## config.mk

```make
export PLATFORM = sky130hd
export DESIGN_NAME = alu_arbiter
export DESIGN_NICKNAME = d
export VERILOG_FILES = /design/src/rtl/alu_arbiter_pkg.sv /design/src/rtl/alu_rr_arbiter2.sv /design/src/rtl/alu_arbiter.sv
export SDC_FILE = /design/constraint.sdc
export NUM_CORES = 1
export LEC_CHECK = 0
export CELL_PAD_IN_SITES_DETAIL_PLACEMENT = 0
export CELL_PAD_IN_SITES_GLOBAL_PLACEMENT = 1
export CORE_AREA = 2 2 126 128
export DETAILED_ROUTE_END_ITERATION = 7
export DIE_AREA = 0 0 128 130
export DONT_BUFFER_PORTS = 1
export GPL_TIMING_DRIVEN = 0
export PLACE_DENSITY_LB_ADDON = 0.3
export SYNTH_ARGS = -nofsm -noshare
export SYNTH_HDL_FRONTEND = slang
export SYNTH_SLANG_ARGS = --single-unit
```

## constraint.sdc

```tcl
create_clock -name clock -period 2.9 [get_ports clock]
set_input_delay 0.435 -clock clock [delete_from_list [all_inputs] [get_ports clock]]
set_output_delay 0.435 -clock clock [all_outputs]
set_load 0.02 [all_outputs]
```

## src/rtl/alu_arbiter_pkg.sv

```systemverilog
// rtl/alu_arbiter_pkg.sv - shared ALU opcodes, flag bit indices and requester ids
package alu_arbiter_pkg;

    localparam logic [4:0] OP_ADD  = 5'd0;
    localparam logic [4:0] OP_ADDC = 5'd1;
    localparam logic [4:0] OP_SUB  = 5'd2;
    localparam logic [4:0] OP_SUBC = 5'd3;
    localparam logic [4:0] OP_AND  = 5'd4;
    localparam logic [4:0] OP_OR   = 5'd5;
    localparam logic [4:0] OP_XOR  = 5'd6;
    localparam logic [4:0] OP_COMP = 5'd7;
    localparam logic [4:0] OP_TEST = 5'd8;
    localparam logic [4:0] OP_BIT  = 5'd9;

    localparam int FLAG_CARRY = 0;
    localparam int FLAG_ZERO  = 1;
    localparam int FLAG_NEG   = 2;
    localparam int FLAG_OVER  = 3;

    typedef enum logic {
        REQ_CPU = 1'b0,
        REQ_AUX = 1'b1
    } req_id_t;

    function automatic logic [3:0] pack_flags(input logic over, input logic neg,
                                              input logic zero, input logic carry);
        return {over, neg, zero, carry};
    endfunction

endpackage

```

## src/rtl/alu_rr_arbiter2.sv

```systemverilog
// rtl/alu_rr_arbiter2.sv - two-way round-robin grant; last_grant=1 means requester 1 won last
module alu_rr_arbiter2 (
    input  logic elig0,
    input  logic elig1,
    input  logic last_grant,
    output logic prio0,
    output logic prio1,
    output logic grant0,
    output logic grant1
);

    // prio is independent of the requester's own eligibility so ready never depends on valid
    always_comb begin
        prio0  = ~elig1 | last_grant;
        prio1  = ~elig0 | ~last_grant;
        grant0 = elig0 & prio0;
        grant1 = elig1 & prio1;
    end

endmodule

```

## src/rtl/alu_arbiter.sv

```systemverilog
// rtl/alu_arbiter.sv - shares one registered ALU between two requesters with per-requester flag context
module alu_arbiter
    import alu_arbiter_pkg::*;
#(
    parameter int DATA_WIDTH = 32,
    parameter int OP_WIDTH   = 5
) (
    input  logic                  clock,
    input  logic                  reset,
    input  logic                  req0_valid,
    output logic                  req0_ready,
    input  logic [OP_WIDTH-1:0]   req0_op,
    input  logic [DATA_WIDTH-1:0] req0_a,
    input  logic [DATA_WIDTH-1:0] req0_b,
    input  logic                  req1_valid,
    output logic                  req1_ready,
    input  logic [OP_WIDTH-1:0]   req1_op,
    input  logic [DATA_WIDTH-1:0] req1_a,
    input  logic [DATA_WIDTH-1:0] req1_b,
    output logic                  rsp0_valid,
    output logic [DATA_WIDTH-1:0] rsp0_result,
    output logic [3:0]            rsp0_flags,
    output logic                  rsp1_valid,
    output logic [DATA_WIDTH-1:0] rsp1_result,
    output logic [3:0]            rsp1_flags,
    output logic [OP_WIDTH-1:0]   alu_op,
    output logic [DATA_WIDTH-1:0] alu_reg2,
    output logic [DATA_WIDTH-1:0] alu_reg3,
    output logic                  alu_carry_in,
    input  logic [DATA_WIDTH-1:0] alu_result,
    input  logic                  alu_carry,
    input  logic                  alu_zero,
    input  logic                  alu_neg,
    input  logic                  alu_over
);

    logic    s1_valid;
    req_id_t s1_id;
    logic    s2_valid;
    req_id_t s2_id;
    logic    last_grant;
    logic [3:0] flags0;
    logic [3:0] flags1;

    logic busy0, busy1, elig0, elig1;
    logic prio0, prio1, grant0, grant1;
    logic accept0, accept1;
    logic ret0, ret1;
    logic carry0, carry1;
    logic [3:0] alu_flags;

    always_comb begin
        busy0 = s1_valid & (s1_id == REQ_CPU);
        busy1 = s1_valid & (s1_id == REQ_AUX);
        elig0 = req0_valid & ~busy0;
        elig1 = req1_valid & ~busy1;
    end

    alu_rr_arbiter2 u_rr (
        .elig0      (elig0),
        .elig1      (elig1),
        .last_grant (last_grant),
        .prio0      (prio0),
        .prio1      (prio1),
        .grant0     (grant0),
        .grant1     (grant1)
    );

    always_comb begin
        req0_ready = ~reset & ~busy0 & prio0;
        req1_ready = ~reset & ~busy1 & prio1;
        accept0    = grant0 & ~reset;
        accept1    = grant1 & ~reset;
        alu_flags  = pack_flags(alu_over, alu_neg, alu_zero, alu_carry);
        ret0       = s2_valid & (s2_id == REQ_CPU);
        ret1       = s2_valid & (s2_id == REQ_AUX);
        // a same-requester op returning this cycle hasn't reached flagsN yet
        carry0     = ret0 ? alu_carry : flags0[FLAG_CARRY];
        carry1     = ret1 ? alu_carry : flags1[FLAG_CARRY];
        rsp0_valid = ret0 & ~reset;
        rsp1_valid = ret1 & ~reset;
        rsp0_result = alu_result;
        rsp1_result = alu_result;
        rsp0_flags  = alu_flags;
        rsp1_flags  = alu_flags;
    end

    always_ff @(posedge clock) begin
        if (reset) begin
            s1_valid     <= 1'b0;
            s1_id        <= REQ_CPU;
            s2_valid     <= 1'b0;
            s2_id        <= REQ_CPU;
            last_grant   <= 1'b1;
            flags0       <= '0;
            flags1       <= '0;
            alu_op       <= '0;
            alu_reg2     <= '0;
            alu_reg3     <= '0;
            alu_carry_in <= 1'b0;
        end else begin
            s2_valid <= s1_valid;
            s2_id    <= s1_id;
            s1_valid <= accept0 | accept1;
            if (accept0) begin
                s1_id        <= REQ_CPU;
                alu_op       <= req0_op;
                alu_reg2     <= req0_a;
                alu_reg3     <= req0_b;
                alu_carry_in <= carry0;
                last_grant   <= 1'b0;
            end else if (accept1) begin
                s1_id        <= REQ_AUX;
                alu_op       <= req1_op;
                alu_reg2     <= req1_a;
                alu_reg3     <= req1_b;
                alu_carry_in <= carry1;
                last_grant   <= 1'b1;
            end
            if (rsp0_valid) flags0 <= alu_flags;
            if (rsp1_valid) flags1 <= alu_flags;
        end
    end

endmodule

```

==> Flow_metrics.wiki <==
{| class="wikitable"
! Metric !! Value
|-
| Result of the run || complete, no violations
|-
| Accumulated negative setup slack || 0 ps
|-
| Cell count of the worst hold path || 2
|-
| Remaining routing DRC violations || 0
|-
| Sequential-to-total area share from yosys stat || roughly two fifths
|-
| Std-Cell Rows || 46
|-
| Htree depth || 3
|-
| Placeable core area || 15,420 um2
|-
| Clock Skews || about 5.5 ps
|-
| Hold-fix buffers, CTS || 0
|-
| Post-Place Worst Slack || 481.3 ps
|-
| Half-perimeter wire length after detailed placement || around 10,000 um
|-
| Area added between synthesis and finish || 14.35%
|-
| Min-delay src || req1_valid
|-
| Power density normalized to cell area || just under 700 nW/um2
|-
| Clock sink count || a little under 80
|-
| Switching power of the nets || 0.9344 mW
|-
| EDFF count, synth || 0
|-
| Sum of overflow across all layers after global routing || 0
|-
| Max transition margin || about half
|-
| Portion of total power attributed to the clock network || between 40% and 50%
|-
| R2r endpoint || alu_reg2[15]$_SDFFE_PP0P_
|-
| Fraction of final layout cells sized beyond drive strength 1 || a little over a fifth
|-
| Maximum resistive drop on vdd || roughly 0.00026 V
|-
| Type of the most critical hold path || primary input to flip-flop
|-
| Maximum net fanout on the critical path || 10
|-
| Shortest clock period the worst path allows after layout || between 2000 and 2500 ps
|-
| Number of global-route vias before repair || 3,235
|-
| Count of different cell masters after synthesis || 25
|-
| Postcts setup bufs || 0
|-
| Clock insertion delay at the later pin of the skew report || roughly 340 ps
|-
| Syn_nets || just under 700
|-
| Min setup slack post-route || approximately 670 ps
|-
| Drt first pass iters || 4
|-
| Final count of negative-setup-slack endpoints || 0
|-
| Category of the worst setup path launch point || primary input
|-
| Register share of total power || 43.5%
|-
| CTS tree || done
|-
| First DRT Iteration DRCs || about 110
|-
| Final Net Count || 691
|-
| Floorplan die height || roughly 130 um
|-
| Post-Route WL || around 13,000 um
|-
| Most numerous cell in the Yosys netlist || sky130_fd_sc_hd__nand2_1
|-
| Final core occ || ~29%
|-
| Synth area leaders || sky130_fd_sc_hd__dfxtp_1 40%, sky130_fd_sc_hd__a311oi_1 16%, sky130_fd_sc_hd__buf_4 15%
|-
| Number of vias per cell || 5.001
|-
| Total internal power || between 2 and 2.5 mW
|-
| Per-instance average area after synthesis || approximately 7.8 um2
|-
| First-pass GRT wire length || between 15,000 and 20,000 um
|-
| Post-Synthesis Cell Area || between 3000 and 4000 um2
|-
| RSZ-0062 raised after global routing || no
|-
| Fraction of the cycle the final worst path needs || approximately three quarters
|-
| Routed wirelength normalized by instance count || between 15 and 20 um
|-
| Comb pwr share || about 16%
|-
| Share of the synthesized area in the top cell type || 39.56%
|-
| Worst Reg-to-Reg Cells || 5
|-
| Data arrival time of the critical path || approximately 1800 ps
|-
| Number of hold violations in the final report || 0
|-
| Worst setup EP type || primary output
|-
| Via count of the routed design || 3,551
|-
| Pin count of the biggest net entering global routing || 13
|-
| Top_reg_cell synth || sky130_fd_sc_hd__dfxtp_1
|-
| Switching power as a share of total power || a little under a third
|-
| Clk slew on worst S/H paths || 60 ps
|-
| Overall die area || between 15,000 and 20,000 um2
|-
| Worst Setup Path Type || primary input to primary output
|-
| FFs w/ async S/R, synth || 0%
|-
| GRT Resource Usage Total || 14.83%
|-
| Worst Tran Pin Value || between 700 and 800 ps
|-
| Final count of pins violating max slew || 0
|-
| Number of routed nets with antenna violations || 0
|-
| Worst hold path endpoint || s1_id$_SDFFE_PP0P_
|-
| Synthesized instance count || ~500
|-
| Number of antenna violations at the first check in global routing || 0
|-
| Clock Path Buffers || 2
|-
| Clock Tree Root || sky130_fd_sc_hd__clkbuf_16
|-
| Fmax achieved || approximately 450 MHz
|-
| Number of warning messages in the yosys log || 0
|-
| Initial cell density of the core || about a quarter
|-
| Number of flip-flops and latches in the synthesized netlist || 77
|-
| Die width || 128 um
|-
| MaxCap Viol Count || 0
|-
| TritonCTS Buffers || 9
|-
| Top Ports || approximately 320
|-
| Quantity of gates resized following cts || 0
|-
| Final RePlAce weighted congestion || 0.7754
|-
| Setup slack of the worst register-to-register path || ~850 ps
|-
| Reported leakage power || ~1.8 nW
|-
| Required time reported for the critical path endpoint || 2470 ps
|-
| Count of input and output buffers || 0
|-
| Library cell with the largest summed area after synthesis || sky130_fd_sc_hd__dfxtp_1
|-
| Filler instances || 1,718
|-
| # diodes || 0
|-
| Crit Reg-Reg Startpoint || s1_id$_SDFFE_PP0P_
|-
| Post-synth top cells || 140 x sky130_fd_sc_hd__nand2_1, 79 x sky130_fd_sc_hd__buf_4, 77 x sky130_fd_sc_hd__dfxtp_1
|}
-- kinds of logic (layout without fill, tap and decap cells) --
family	Yosys count	in the layout	synth area share [%]
DFF	77	77	39.56
muxes	4	4	1.060
buffers and inverters	114	130	19.11
AOI/OAI and AO/OA	77	77	17.02
and+or+nand+nor	230	230	23.25
-- sequential cells by signal (all words and copies together), names as in the netlist --
name          cells
alu_reg2         32
alu_reg3         32
s1_valid          1
s1_id             1
s2_valid          1
alu_carry_in      1
flags1            1
last_grant        1
flags0            1
alu_op            5
s2_id             1
-- power groups by stage --
stage / sequential [mW] / combinational (mW) / clock, mW
after CTS: 1.33 / 0.501 / 1.28
after global placement: 1.36 / 0.493 / 0
final: 1.33 / 0.492 / 1.23
after floorplan: 1.33 / 0.410 / 0
after detailed placement: 1.36 / 0.500 / 0
after global routing: 1.34 / 0.545 / 1.32
-- worst max-delay path: stages --
cell	delay, ps
sky130_fd_sc_hd__clkbuf_1	280
sky130_fd_sc_hd__clkbuf_1	320
sky130_fd_sc_hd__a221oi_1	750
-- metal layers --
layer	vias to the layer above	global-route usage [%]	routed length (um)
met5	-	0	0
met4	0	4.331	127
met3	9	5.904	1223
met2	202	25.48	6773
met1	1678	17.14	5153
li1	1662	-	-
-- how the worst max path moves through the flow --
stage / from / end / slack, ps / depth (start not counted)
6_report: reset / req1_ready / 670 / 3
5_1_grt: reset / req1_ready / 530 / 3
4_1_cts: reset / req1_ready / 590 / 3
2_1_floorplan: reset / req1_ready / 1080 / 3
3_3_place_gp: reset / alu_reg2[29]$_SDFFE_PP0P_ / 510 / 5
3_5_place_dp: reset / alu_reg2[15]$_SDFFE_PP0P_ / 480 / 5
-- per-stage QoR --
| step | hold WS (ps) | total power [mW] | cell area [um2] | instances |
|---|---|---|---|---|
| 6_report | 238.4 | 3.058 | 4456 | 710 |
| 5_1_grt | 230.2 | 3.205 | 4456 | 710 |
| 4_1_cts | 221.4 | 3.112 | 4456 | 710 |
| 3_5_place_dp | 492.7 | 1.858 | 4136 | 694 |
| 3_3_place_gp | 471.1 | 1.850 | 4136 | 694 |
| 2_1_floorplan | 454.5 | 1.738 | 3896 | 502 |
-- layout make-up --
type | instances | area (um2) | area share (%)
Tap cell | 192 | 240.2 | 5.392
Buffer | 113 | 740.7 | 16.62
Inverter | 1 | 3.754 | 0.08425
Multi-Input combinational cell | 311 | 1610 | 36.14
Clock buffer | 13 | 250.2 | 5.616
Sequential cell | 77 | 1541 | 34.60
Clock inverter | 3 | 68.82 | 1.545
-- layout by cell type (no fill, tap or decap), drive strengths merged, types with 3 or more instances in the layout --
cell and count:
nand2 140, nand2b 3, dfxtp 77, nor2 76
nand3 3, buf 94, mux2i 3, clkbuf 32
nor2b 4, a311oi 69
No activity file was read; power rests on OpenSTA's default activity.
